### src/rtl/fxp2fp_block.sv
// fxp2fp_block: frame buffer plus converter from signed-magnitude Q8.23
// samples to IEEE-754 single precision, streamed out over valid/ready.
//
// state  | meaning
// -------+-------------------------------------------------------------
// IDLE   | waiting for a buffered sample that has not been delivered
// NORM   | read buffer[rd_cnt], capture sign, magnitude, leading-one index
// OUT    | fp_o/fp_valid_o presented and held until fp_ready_i
module fxp2fp_block #(
    parameter int data_size      = 32,
    parameter int number_of_data = 10,
    parameter int frac_bits      = 23
) (
    input  logic                 clock_i,
    input  logic                 reset_i,
    input  logic [data_size-1:0] fxp_i,
    input  logic                 fxp_valid_i,
    output logic                 fxp_ready_o,
    output logic [data_size-1:0] fp_o,
    output logic                 fp_valid_o,
    input  logic                 fp_ready_i,
    output logic                 frame_done_o
);

    localparam int              CW       = $clog2(number_of_data + 1);
    localparam logic [CW-1:0]   FRAME_N  = CW'(number_of_data);
    // exponent = p - frac_bits + 127, with p the leading-one index
    localparam logic [7:0]      EXP_BIAS = 8'(127 - frac_bits);

    typedef enum logic [1:0] {
        ST_IDLE = 2'd0,
        ST_NORM = 2'd1,
        ST_OUT  = 2'd2
    } state_t;

    state_t                 state_q, state_d;
    logic [CW-1:0]          wr_cnt_q, wr_cnt_d;
    logic [CW-1:0]          rd_cnt_q, rd_cnt_d;
    logic                   sign_q, sign_d;
    logic [30:0]            mag_q, mag_d;
    logic [4:0]             lead_q, lead_d;
    logic                   zero_q, zero_d;
    logic                   fp_valid_q, fp_valid_d;
    logic                   frame_done_q, frame_done_d;

    logic [data_size-1:0]   buffer_q [number_of_data];

    logic                   wr_en;
    logic                   out_hs;
    logic [data_size-1:0]   rd_word;
    logic [4:0]             lead_idx;
    logic [30:0]            mag_low;
    logic [22:0]            mant;
    logic [7:0]             expo;

    assign fxp_ready_o  = (wr_cnt_q < FRAME_N);
    assign wr_en        = fxp_valid_i && fxp_ready_o;
    assign out_hs       = fp_valid_q && fp_ready_i;
    assign fp_valid_o   = fp_valid_q;
    assign frame_done_o = frame_done_q;

    // Sample storage; contents are meaningless once the counters are cleared.
    always_ff @(posedge clock_i) begin
        if (wr_en) begin
            buffer_q[wr_cnt_q] <= fxp_i;
        end
    end

    // Read port and leading-one search on the magnitude being normalised.
    always_comb begin
        rd_word  = buffer_q[rd_cnt_q];
        lead_idx = 5'd0;
        for (int i = 0; i < 31; i++) begin
            if (rd_word[i]) begin
                lead_idx = 5'(i);
            end
        end
    end

    // Next-state logic for the FSM, the frame counters and the frame pulse.
    always_comb begin
        state_d      = state_q;
        wr_cnt_d     = wr_cnt_q;
        rd_cnt_d     = rd_cnt_q;
        sign_d       = sign_q;
        mag_d        = mag_q;
        lead_d       = lead_q;
        zero_d       = zero_q;
        fp_valid_d   = fp_valid_q;
        frame_done_d = 1'b0;

        if (wr_en) begin
            wr_cnt_d = wr_cnt_q + 1'b1;
        end

        case (state_q)
            ST_IDLE: begin
                if (rd_cnt_q < wr_cnt_q) begin
                    state_d = ST_NORM;
                end
            end
            ST_NORM: begin
                sign_d     = rd_word[31];
                mag_d      = rd_word[30:0];
                lead_d     = lead_idx;
                zero_d     = (rd_word[30:0] == 31'd0);
                fp_valid_d = 1'b1;
                state_d    = ST_OUT;
            end
            ST_OUT: begin
                if (out_hs) begin
                    fp_valid_d = 1'b0;
                    rd_cnt_d   = rd_cnt_q + 1'b1;
                    state_d    = ST_IDLE;
                end
            end
            default: begin
                state_d = ST_IDLE;
            end
        endcase

        // The last delivery of a frame parks rd_cnt at FRAME_N for one cycle;
        // the wrap happens on the following edge. wr_cnt is necessarily full
        // here, so no write can collide with the clear.
        if (rd_cnt_q == FRAME_N) begin
            rd_cnt_d     = '0;
            wr_cnt_d     = '0;
            frame_done_d = 1'b1;
        end
    end

    // State and control registers.
    always_ff @(posedge clock_i) begin
        if (reset_i) begin
            state_q      <= ST_IDLE;
            wr_cnt_q     <= '0;
            rd_cnt_q     <= '0;
            sign_q       <= 1'b0;
            mag_q        <= '0;
            lead_q       <= '0;
            zero_q       <= 1'b1;
            fp_valid_q   <= 1'b0;
            frame_done_q <= 1'b0;
        end else begin
            state_q      <= state_d;
            wr_cnt_q     <= wr_cnt_d;
            rd_cnt_q     <= rd_cnt_d;
            sign_q       <= sign_d;
            mag_q        <= mag_d;
            lead_q       <= lead_d;
            zero_q       <= zero_d;
            fp_valid_q   <= fp_valid_d;
            frame_done_q <= frame_done_d;
        end
    end

    // Pack the captured fields; a pure function of registers, so fp_o holds
    // steady for as long as the OUT state stalls.
    always_comb begin
        mag_low = mag_q & ~(31'd1 << lead_q);
        if (lead_q > 5'd23) begin
            mant = 23'(mag_low >> (lead_q - 5'd23));
        end else begin
            mant = 23'(mag_low << (5'd23 - lead_q));
        end
        expo = {3'b000, lead_q} + EXP_BIAS;
        fp_o = zero_q ? '0 : {sign_q, expo, mant};
    end

endmodule

### config.mk
export PLATFORM = sky130hd
export DESIGN_NAME = fxp2fp_block
export DESIGN_NICKNAME = d
export VERILOG_FILES = /design/src/rtl/fxp2fp_block.sv
export SDC_FILE = /design/constraint.sdc
export NUM_CORES = 1
export LEC_CHECK = 0
export BUFFER_PORTS_ARGS = -buffer_cell sky130_fd_sc_hd__buf_2
export CAP_MARGIN = 10
export CORE_MARGIN = 1
export CORE_UTILIZATION = 30
export DETAILED_ROUTE_END_ITERATION = 7
export GPL_TIMING_DRIVEN = 0
export SYNTH_ARGS = -nofsm -noshare
export SYNTH_HDL_FRONTEND = slang
export SYNTH_SLANG_ARGS = --single-unit
### constraint.sdc
create_clock -name clock_i -period 4.03 [get_ports clock_i]
set_input_delay 0.806 -clock clock_i [delete_from_list [all_inputs] [get_ports clock_i]]
set_output_delay 0.806 -clock clock_i [all_outputs]
set_load 0.02 [all_outputs]
### After elaboration in Yosys (flattened, before gate mapping)

Memories as Yosys holds them, arrays and structs flattened. A register that Yosys moved wholly into a read port is not among the register bits.
Index checks and enable logic that the tools add are counted.

| word-level totals | value |
|---|---|
| memory bits (writable) | 320 |
| output and inout port bits | 35 |
| input bits | 36 |
| register bits | 50 |
| memories | 1 |
| word-level logic and storage cells | 79 |

| cells by class | value |
|---|---|
| $lt $le $gt $ge | 3 |
| multiplexer cells | 42 |
| add/subtract/negate cells | 5 |
| equality and inequality tests | 5 |
| reduce and logical (&&, ||, !) cells | 9 |
| bitwise logic cells | 2 |
| shifts and indexed selects | 3 |

Memories:

| memory | depth | width | rd ports | clocked after Yosys merged registers in | wr ports | RTL line | source |
|---|---|---|---|---|---|---|---|
| buffer_q | 10 | 32 | 1 | 1 | 1 | 46 | `logic [data_size-1:0] buffer_q [number_of_data];` |

Operator list:

| cell | count |
|---|---|
| $mux 5 | 29 |
| $mux 32 | 1 |
| $and 31x31->31 | 1 |
| $logic_not 31->1 | 1 |
| $not 31->31 | 1 |
| $shl 1x5->31 const A | 1 |
| $shl 31x5->23 | 1 |
| $shr 31x5->23 | 1 |
| $mux 23 | 1 |
| $add 4x1->4 const B | 2 |
| $add 5x7->8 const B | 1 |
| $mux 4 | 2 |
| $pmux 2 s3 | 1 |
| $reduce_and 2->1 | 3 |
| $gt 5x5->1 const B | 1 |
| $mux 1 | 5 |
| $sub 5x5->5 const A | 1 |
| $sub 5x5->5 const B | 1 |
| $eq 4x4->1 const B | 1 |
| $lt 4x4->1 | 1 |
| $lt 4x4->1 const B | 1 |
| $mux 2 | 2 |
| $ne 2x2->1 const B | 2 |
| $eq 2x1->1 const B | 1 |
| 6 further kinds | 7 |

### Logic depth before layout (Yosys ltp)

Gate-level depths: netlist of the first run.

| logic depth | value |
|---|---|
| depth after elaboration | 30 |
| depth in mapped cells | 13 |
| gate-level depth less buffers | 10 |

### Worst setup path after synthesis of the first run

OpenSTA, ideal clock, no wires.

| path | value |
|---|---|
| kind | register to output |
| start point | reg lead_q[1] |
| end point | out fp_o[6] |
| path slack | -0.343 ns |
| stages on the path, launching flop included | 11 |
| arrival | 3.567 ns |
| required time | 3.224 ns |
| path buffers | 3 |
| cell sequence | dfxtp_1 > clkbuf_1 > inv_2 > buf_1 > ha_1 > buf_1 > mux2i_1 > mux2i_1 > mux4_2 > mux2_2 > a211oi_1 |

| between the ends | value |
|---|---|
| longest elaborated chain between the ends | 6 |
| elaborated cells between the ends (all ways) | 10 |
| classes of those cells | 2 x add/sub; 1 x order compare; 3 x shift; 2 x mux; 2 x bitwise |

Ends and longest elaborated chain:

| what | RTL line | source |
|---|---|---|
| start: declaration | 41 | `logic [4:0] lead_q, lead_d;` |
| start signal: assignment | 150 | `lead_q <= lead_d;` |
| parallel branches: the longest is 4 deep, another holds $sub 5x5->5 | n/a |  |
| $mux 23 * | 161 | `if (lead_q > 5'd23) begin` |
| $mux 32 * | 167 | `fp_o = zero_q ? '0 : {sign_q, expo, mant};` |
| end: declaration | 19 | `output logic [data_size-1:0] fp_o,` |

Every way passes the cells marked *.

### Final worst setup path of the first run

| path | value |
|---|---|
| start point | reg lead_q[2] |
| end point | out fp_o[6] |

The elaborated chain is that of the path after synthesis.

==> results of run 1 <==
==> final cells by class <==
class	instances	area (µm²)
clock inverter	20	241
fill	5488	36100
timing repair buffer	132	1040
clock buffer	45	977
inverter	16	81.3
buffer	82	563
tap	765	957
sequential	374	10700
antenna	1	2.50
multi-input combinational	788	7280
==> cells in the final DEF, fill, tap and decap left out, drive strengths merged, types with 12 or more instances in the layout <==
cell,synthesis,final
clkinv,1,12
nor3,30,30
ha,17,17
mux2i,51,51
dfxtp,54,54
o211ai,18,18
o21ai,58,58
edfxtp,320,320
nor2b,14,14
a21oi,79,79
a22oi,15,15
nand3,19,19
nand2,114,114
a211oi,20,20
clkbuf,48,93
nor2,106,106
mux4,112,112
nand2b,29,29
buf,38,166
inv,15,15
==> power by group through the flow <==
stage	registers, µW	clock network (µW)	logic (µW)
final	4350	3470	1270
after CTS	4350	3530	1190
after detailed placement	4430	0	1000
after global routing	4360	3650	1350
after global placement	4430	0	972
after floorplan	4410	0	650
==> path summary, 6_finish.rpt <==
check                                            start                     end  slack [ns]
worst max-delay path            lead_q[2]$_SDFFE_PP0P_                 fp_o[6]       -0.12
worst min-delay path            mag_q[29]$_SDFFE_PP0P_  mag_q[29]$_SDFFE_PP0P_        0.49
worst min register to register  mag_q[29]$_SDFFE_PP0P_  mag_q[29]$_SDFFE_PP0P_        0.49
worst max register to register                register  lead_q[0]$_SDFFE_PP0P_        0.51
==> worst max-delay path: cells and delay by family, from the launching register on <==
kind                     cells  cell delay (ns)
AO/OA/AOI/OAI                1             0.24
adder cells (fa/ha/maj)      1             0.22
buffers and inverters        3             0.40
flip-flops                   1             0.37
multiplexers                 3             1.31
AND/OR/NAND/NOR              2             0.27
==> cells by family (layout without fill, tap and decap cells) <==
group / Yosys count / count (layout) / share of synthesized area [%]
buffers and inverters: 102 / 295 / 2.62
other: 0 / 1 / 0
and+or+nand+nor: 346 / 346 / 8.89
DFF: 374 / 374 / 60.5
AOI/OAI and AO/OA: 247 / 247 / 8.81
adders and majority gates: 17 / 17 / 1.20
muxes: 170 / 170 / 17.6
xor gates and xnor gates: 8 / 8 / 0.396
==> stage by stage <==
step | total power, µW | cell area [µm²] | hold slack [ns] | worst slack, ns
2_1_floorplan | 5060 | 17700 | 0.433 | -0.00101
3_3_place_gp | 5400 | 19000 | 0.451 | -2.94
5_1_grt | 9360 | 21800 | 0.513 | -0.195
3_5_place_dp | 5430 | 19400 | 0.456 | -1.04
6_report | 9100 | 21800 | 0.491 | -0.124
4_1_cts | 9070 | 21500 | 0.482 | -0.151
==> layer usage <==
metal,track usage (%),routed length (µm),vias up
met5,0,48,-
met4,4.56,1080,8
met3,2.24,2700,73
met2,28.4,24900,384
met1,22.0,21700,6115
li1,-,-,5274
==> sequential cells by signal (all words and copies together), names as in the netlist, named ones only <==
name,count
wr_cnt_q,4
state_q,2
frame_done_o,1
fp_valid_o,1
rd_cnt_q,4
sign_q,1
lead_q,5
buffer_q,320
zero_q,1
mag_q,31
==> timing repair <==
item / CTS / global route
setup endpoints to repair: 23 / 23
buffers inserted: 25 / 16
cloned: 1 / 0
pin swaps: 19 / 24
resized for setup: 198 / 61
==> run summary, run 1 <==
Worst-Skew Late Latency -> 0.53 ns
Mapped Area -> 17700 µm²
Core Util, Final -> 37.7%
Post-CTS Hold Buffers -> 0
Synth area leaders -> edfxtp_1 54%, mux4_2 14%, dfxtp_1 6.1%
Startpoint Class -> register
syn nets -> 1317
worst vdd ir -> 0.282 mV
Post-synth EDFFs -> 320
max-cap viol count -> 0
clk_skew -> 0.0155 ns
# IOs -> 71
vias in the first global route -> 11800
failing checks -> setup timing
Initial Util -> 30.5%
CTS clk-pin slew, worst paths -> 0.06 ns
detailed placement HPWL -> 36300 µm
area of the core -> 57900 µm²
initial antenna violation count -> 5
routability cong. -> 0.936
type of the worst setup path -> reg -> out
Vias -> 11900
synthesized flop and latch total -> 374
prevailing post-synth register cell -> edfxtp_1
Distinct cells, synth -> 68
Die Y -> 245 µm
crit-path max FO -> 5
Static Leak -> 0.00700 µW
CP required -> 3.22 ns
Arr. time, crit path -> 3.35 ns
WL final -> 50400 µm
internal power -> 6850 µW
DP Cell Count -> 2119
layout cells sized above 1 -> 32.7%
P per Cell Area -> 416 nW/µm²
Max Slew Vio Count -> 0
Syn-to-layout area delta -> 23.6%
CTS root buf -> clkbuf_16
H-Tree Level Count -> 2
pin count of the biggest net entering global routing -> 20
Async SR Flop Fraction -> 0%
Clk pwr share -> 38.1%
Longest Clk Path Bufs -> 3
Fin. Hold Viols -> 0
warnings from Yosys -> 0
first-pass GRT wire length -> 75600 µm
Tmin final -> 4.15 ns
average size of a mapped cell -> 14.0 µm²
worst hold path depth -> 2
post-DR wirelength/cell -> 22.7 µm
most frequent CP cell -> mux4_2
IO Port Bufs -> 68
Synth top cells by count -> 320 x edfxtp_1, 114 x nand2_1, 112 x mux4_2, 106 x nor2_1, 78 x a21oi_1
DR vias/cell -> 5.33
final cycle utilization of the critical path -> 103%
Switching Fraction -> 24.6%
outcome -> finished, violations left
nets@finish -> 1483
CTS tree -> yes
Detailed Routing Iterations Pass 1 -> 5
GRT Util Overall -> 16.6%
share of the synthesized area in the top cell type -> 54.4%
register area share after synthesis -> 60.5%
Slew headroom -> 40.4%
setup violators final -> 8
sw power -> 2240 µW
cells on worst reg2reg path -> 10
num rows -> 88
measured slew at the worst slew-check pin -> 0.890 ns
most common cell in the synthesized netlist -> edfxtp_1
total CTS buffers -> 36
sequential share of power -> 47.9%
Yosys top cell by area -> edfxtp_1
Post-Synthesis Cells -> 1264
crit end category -> primary output
Clock Sinks -> 374
final worst slack -> -0.124 ns
Fmax -> 0.241 GHz
final setup TNS -> -0.432 ns
logic gate share of total power -> 14.0%
DIE AREA -> 59900 µm²
Worst path max stage delay -> 0.52 ns
CP Cell Sequence -> clkbuf_16 > clkinvlp_4 > ha_4 > nand3b_1 > nand2_4 > mux4_2 > mux4_2 > mux2_4 > a211oi_4 > buf_6
DRT antenna net count -> 0
RSZ-0062 raised after global routing -> yes
hold crit path type -> reg -> reg
Non-Filler Instances -> 2223
Die X -> 245 µm
DRC -> 0
Starting DRT DRC Count -> 956
Crit-path slowest cell -> mux4_2
global route overflow -> 0
Power figures use the tool's default switching activity.
==> run 2, diff against run 1 <==
- CORE_UTILIZATION: 30 -> 35
==> run 2 against run 1 <==
Net effect:
- setup slack gained 0.0080 ns
- critical path type unchanged
- critical endpoint unchanged
- maximum frequency is 0.19% higher
- clock skew increased by 0.0033 ns
- critical path depth is 1 higher
- die area fell by 14%
- core utilization rose by 5.9 points
- sequential power barely moved
- the flow still finishes with violations (setup timing)
- register-to-register slack improved by 0.04 ns
- worst hold slack worse by 0.016 ns
- count of clock-buffer cells in the layout decreased by 3
==> run summary, run 2 (same netlist as run 1, synthesis figures left out) <==
global route overflow -> 0
first-pass GRT wire length -> 74600 µm
commonest non-fill, non-tap cells in the layout -> 320 x edfxtp_1, 112 x mux4_2, 102 x nand2_1
largest registers -> buffer_q x320, mag_q x31, lead_q x5
Reg with most FFs -> buffer_q
vias in the first global route -> 11700
DIE AREA -> 51400 µm²
Fmax -> 0.241 GHz
Worst-Skew Late Latency -> 0.53 ns
Starting DRT DRC Count -> 999
DP Cell Count -> 2018
Startpoint Class -> register
max FFs per register -> 320
Detailed Routing Iterations Pass 1 -> 5
Initial Util -> 35.8%
total CTS buffers -> 35
initial antenna violation count -> 2
DR vias/cell -> 5.56
failing checks -> setup timing
Crit-path slowest cell -> mux4_2
WL final -> 50100 µm
# diodes -> 0
CTS clk-pin slew, worst paths -> 0.06 ns
Slew headroom -> 33.1%
Longest Clk Path Bufs -> 3
IO Port Bufs -> 68
commonest non-fill, non-tap cell in the layout -> edfxtp_1
worst hold path depth -> 2
DRT antenna net count -> 0
nets@finish -> 1475
Final Total Pwr -> 8640 µW
layout cells sized above 1 -> 32.6%
Static Leak -> 0.00691 µW
num rows -> 81
crit-path max FO -> 10
Worst path max stage delay -> 0.53 ns
Arr. time, crit path -> 3.34 ns
Vias -> 11700
cells on worst reg2reg path -> 9
hold crit path type -> reg -> reg
# IOs -> 71
Tmin final -> 4.15 ns
CP Cell Sequence -> clkbuf_16 > inv_8 > buf_12 > ha_4 > nand2b_4 > o21ai_4 > mux4_2 > mux4_2 > mux2_4 > a211oi_4 > buf_6
Core Util, Final -> 43.6%
Non-Filler Instances -> 2108
DRC -> 0
Clock Sinks -> 374
final worst slack -> -0.116 ns
Die X -> 227 µm
CTS root buf -> clkbuf_16
Syn-to-layout area delta -> 21.8%
P per Cell Area -> 401 nW/µm²
max-cap viol count -> 0
post-DR wirelength/cell -> 23.8 µm
WHS -> 0.475 ns
CTS tree -> yes
setup violators final -> 5
worst vdd ir -> 0.423 mV
routability cong. -> 0.954
GRT Util Overall -> 19.5%
final cycle utilization of the critical path -> 103%
outcome -> finished, violations left
CP required -> 3.22 ns
R2R setup slack -> 0.55 ns
crit end category -> primary output
pin count of the biggest net entering global routing -> 25
detailed placement HPWL -> 35900 µm
RSZ-0062 raised after global routing -> yes
clk_skew -> 0.0188 ns
H-Tree Level Count -> 2
Max Slew Vio Count -> 0
Fin. Hold Viols -> 0
measured slew at the worst slew-check pin -> 1.00 ns
area of the core -> 49400 µm²
type of the worst setup path -> reg -> out
Die Y -> 227 µm
most frequent CP cell -> mux4_2
==> run 2: cell count changes in the layout (fill, tap and decap cells not counted), sizes merged <==
cell,previous run,this run
buf,166,163
bufinv,5,0
clkbuf,93,86
clkinv,12,15
clkinvlp,4,3
diode,1,0
==> run 2: repair_timing <==
| item | in CTS | in global routing |
|---|---|---|
| hold buffers | 0 | 0 |
| buffers inserted | 20 | 15 |
| endpoints found under the setup margin | 23 | 23 |
| resized for setup | 203 | 76 |
| pin swaps | 21 | 29 |
==> run 2: worst paths after layout <==
kind | from | to
max reg2reg | register | lead_q[0]$_SDFFE_PP0P_
min | mag_q[28]$_SDFFE_PP0P_ | mag_q[28]$_SDFFE_PP0P_
min reg2reg | mag_q[28]$_SDFFE_PP0P_ | mag_q[28]$_SDFFE_PP0P_
max | lead_q[1]$_SDFFE_PP0P_ | fp_o[6]
==> run 2: layout make-up <==
cell class                      count  area, µm²
Fill cell                        4459      27800
Sequential cell                   374      10700
Multi-Input combinational cell    788       7300
Timing Repair Buffer              125       1020
Clock buffer                       42        945
Tap cell                          664        831
Buffer                             82        558
Clock inverter                     17       81.3
Inverter                           16       76.3
==> run 2: worst max-delay path: cells and delay by family (launching register included) <==
| kind | cells | cell delay [ns] |
|---|---|---|
| compound gates | 2 | 0.35 |
| fa+ha+maj | 1 | 0.18 |
| buf+inv | 4 | 0.47 |
| flops | 1 | 0.36 |
| mux | 3 | 1.32 |
| simple gates | 1 | 0.13 |
==> run 2: metal layers <==
metal | track usage, % | up-vias | routed length [µm]
met2 | 33.7 | 330 | 25100
met4 | 5.03 | 4 | 1020
met5 | 0 | - | 27
met3 | 2.03 | 64 | 2110
li1 | - | 5252 | -
met1 | 26.2 | 6060 | 21800
==> run 2: power breakdown <==
| group | total [µW] | internal [µW] | switching, µW |
|---|---|---|---|
| clock | 3030 | 1670 | 1370 |
| sequential | 4360 | 4300 | 58.9 |
| combinational | 1250 | 487 | 766 |
==> run 2: stage by stage <==
stage	setup WS (ns)	area (µm²)	setup TNS, ns
detailed placement	-1.12	19300	-19.72
floorplan	-0.00101	17700	-0.00101
CTS	-0.145	21100	-0.782
global route	-0.181	21500	-1.10
global placement	-2.67	18900	-450.03
finish	-0.116	21500	-0.355
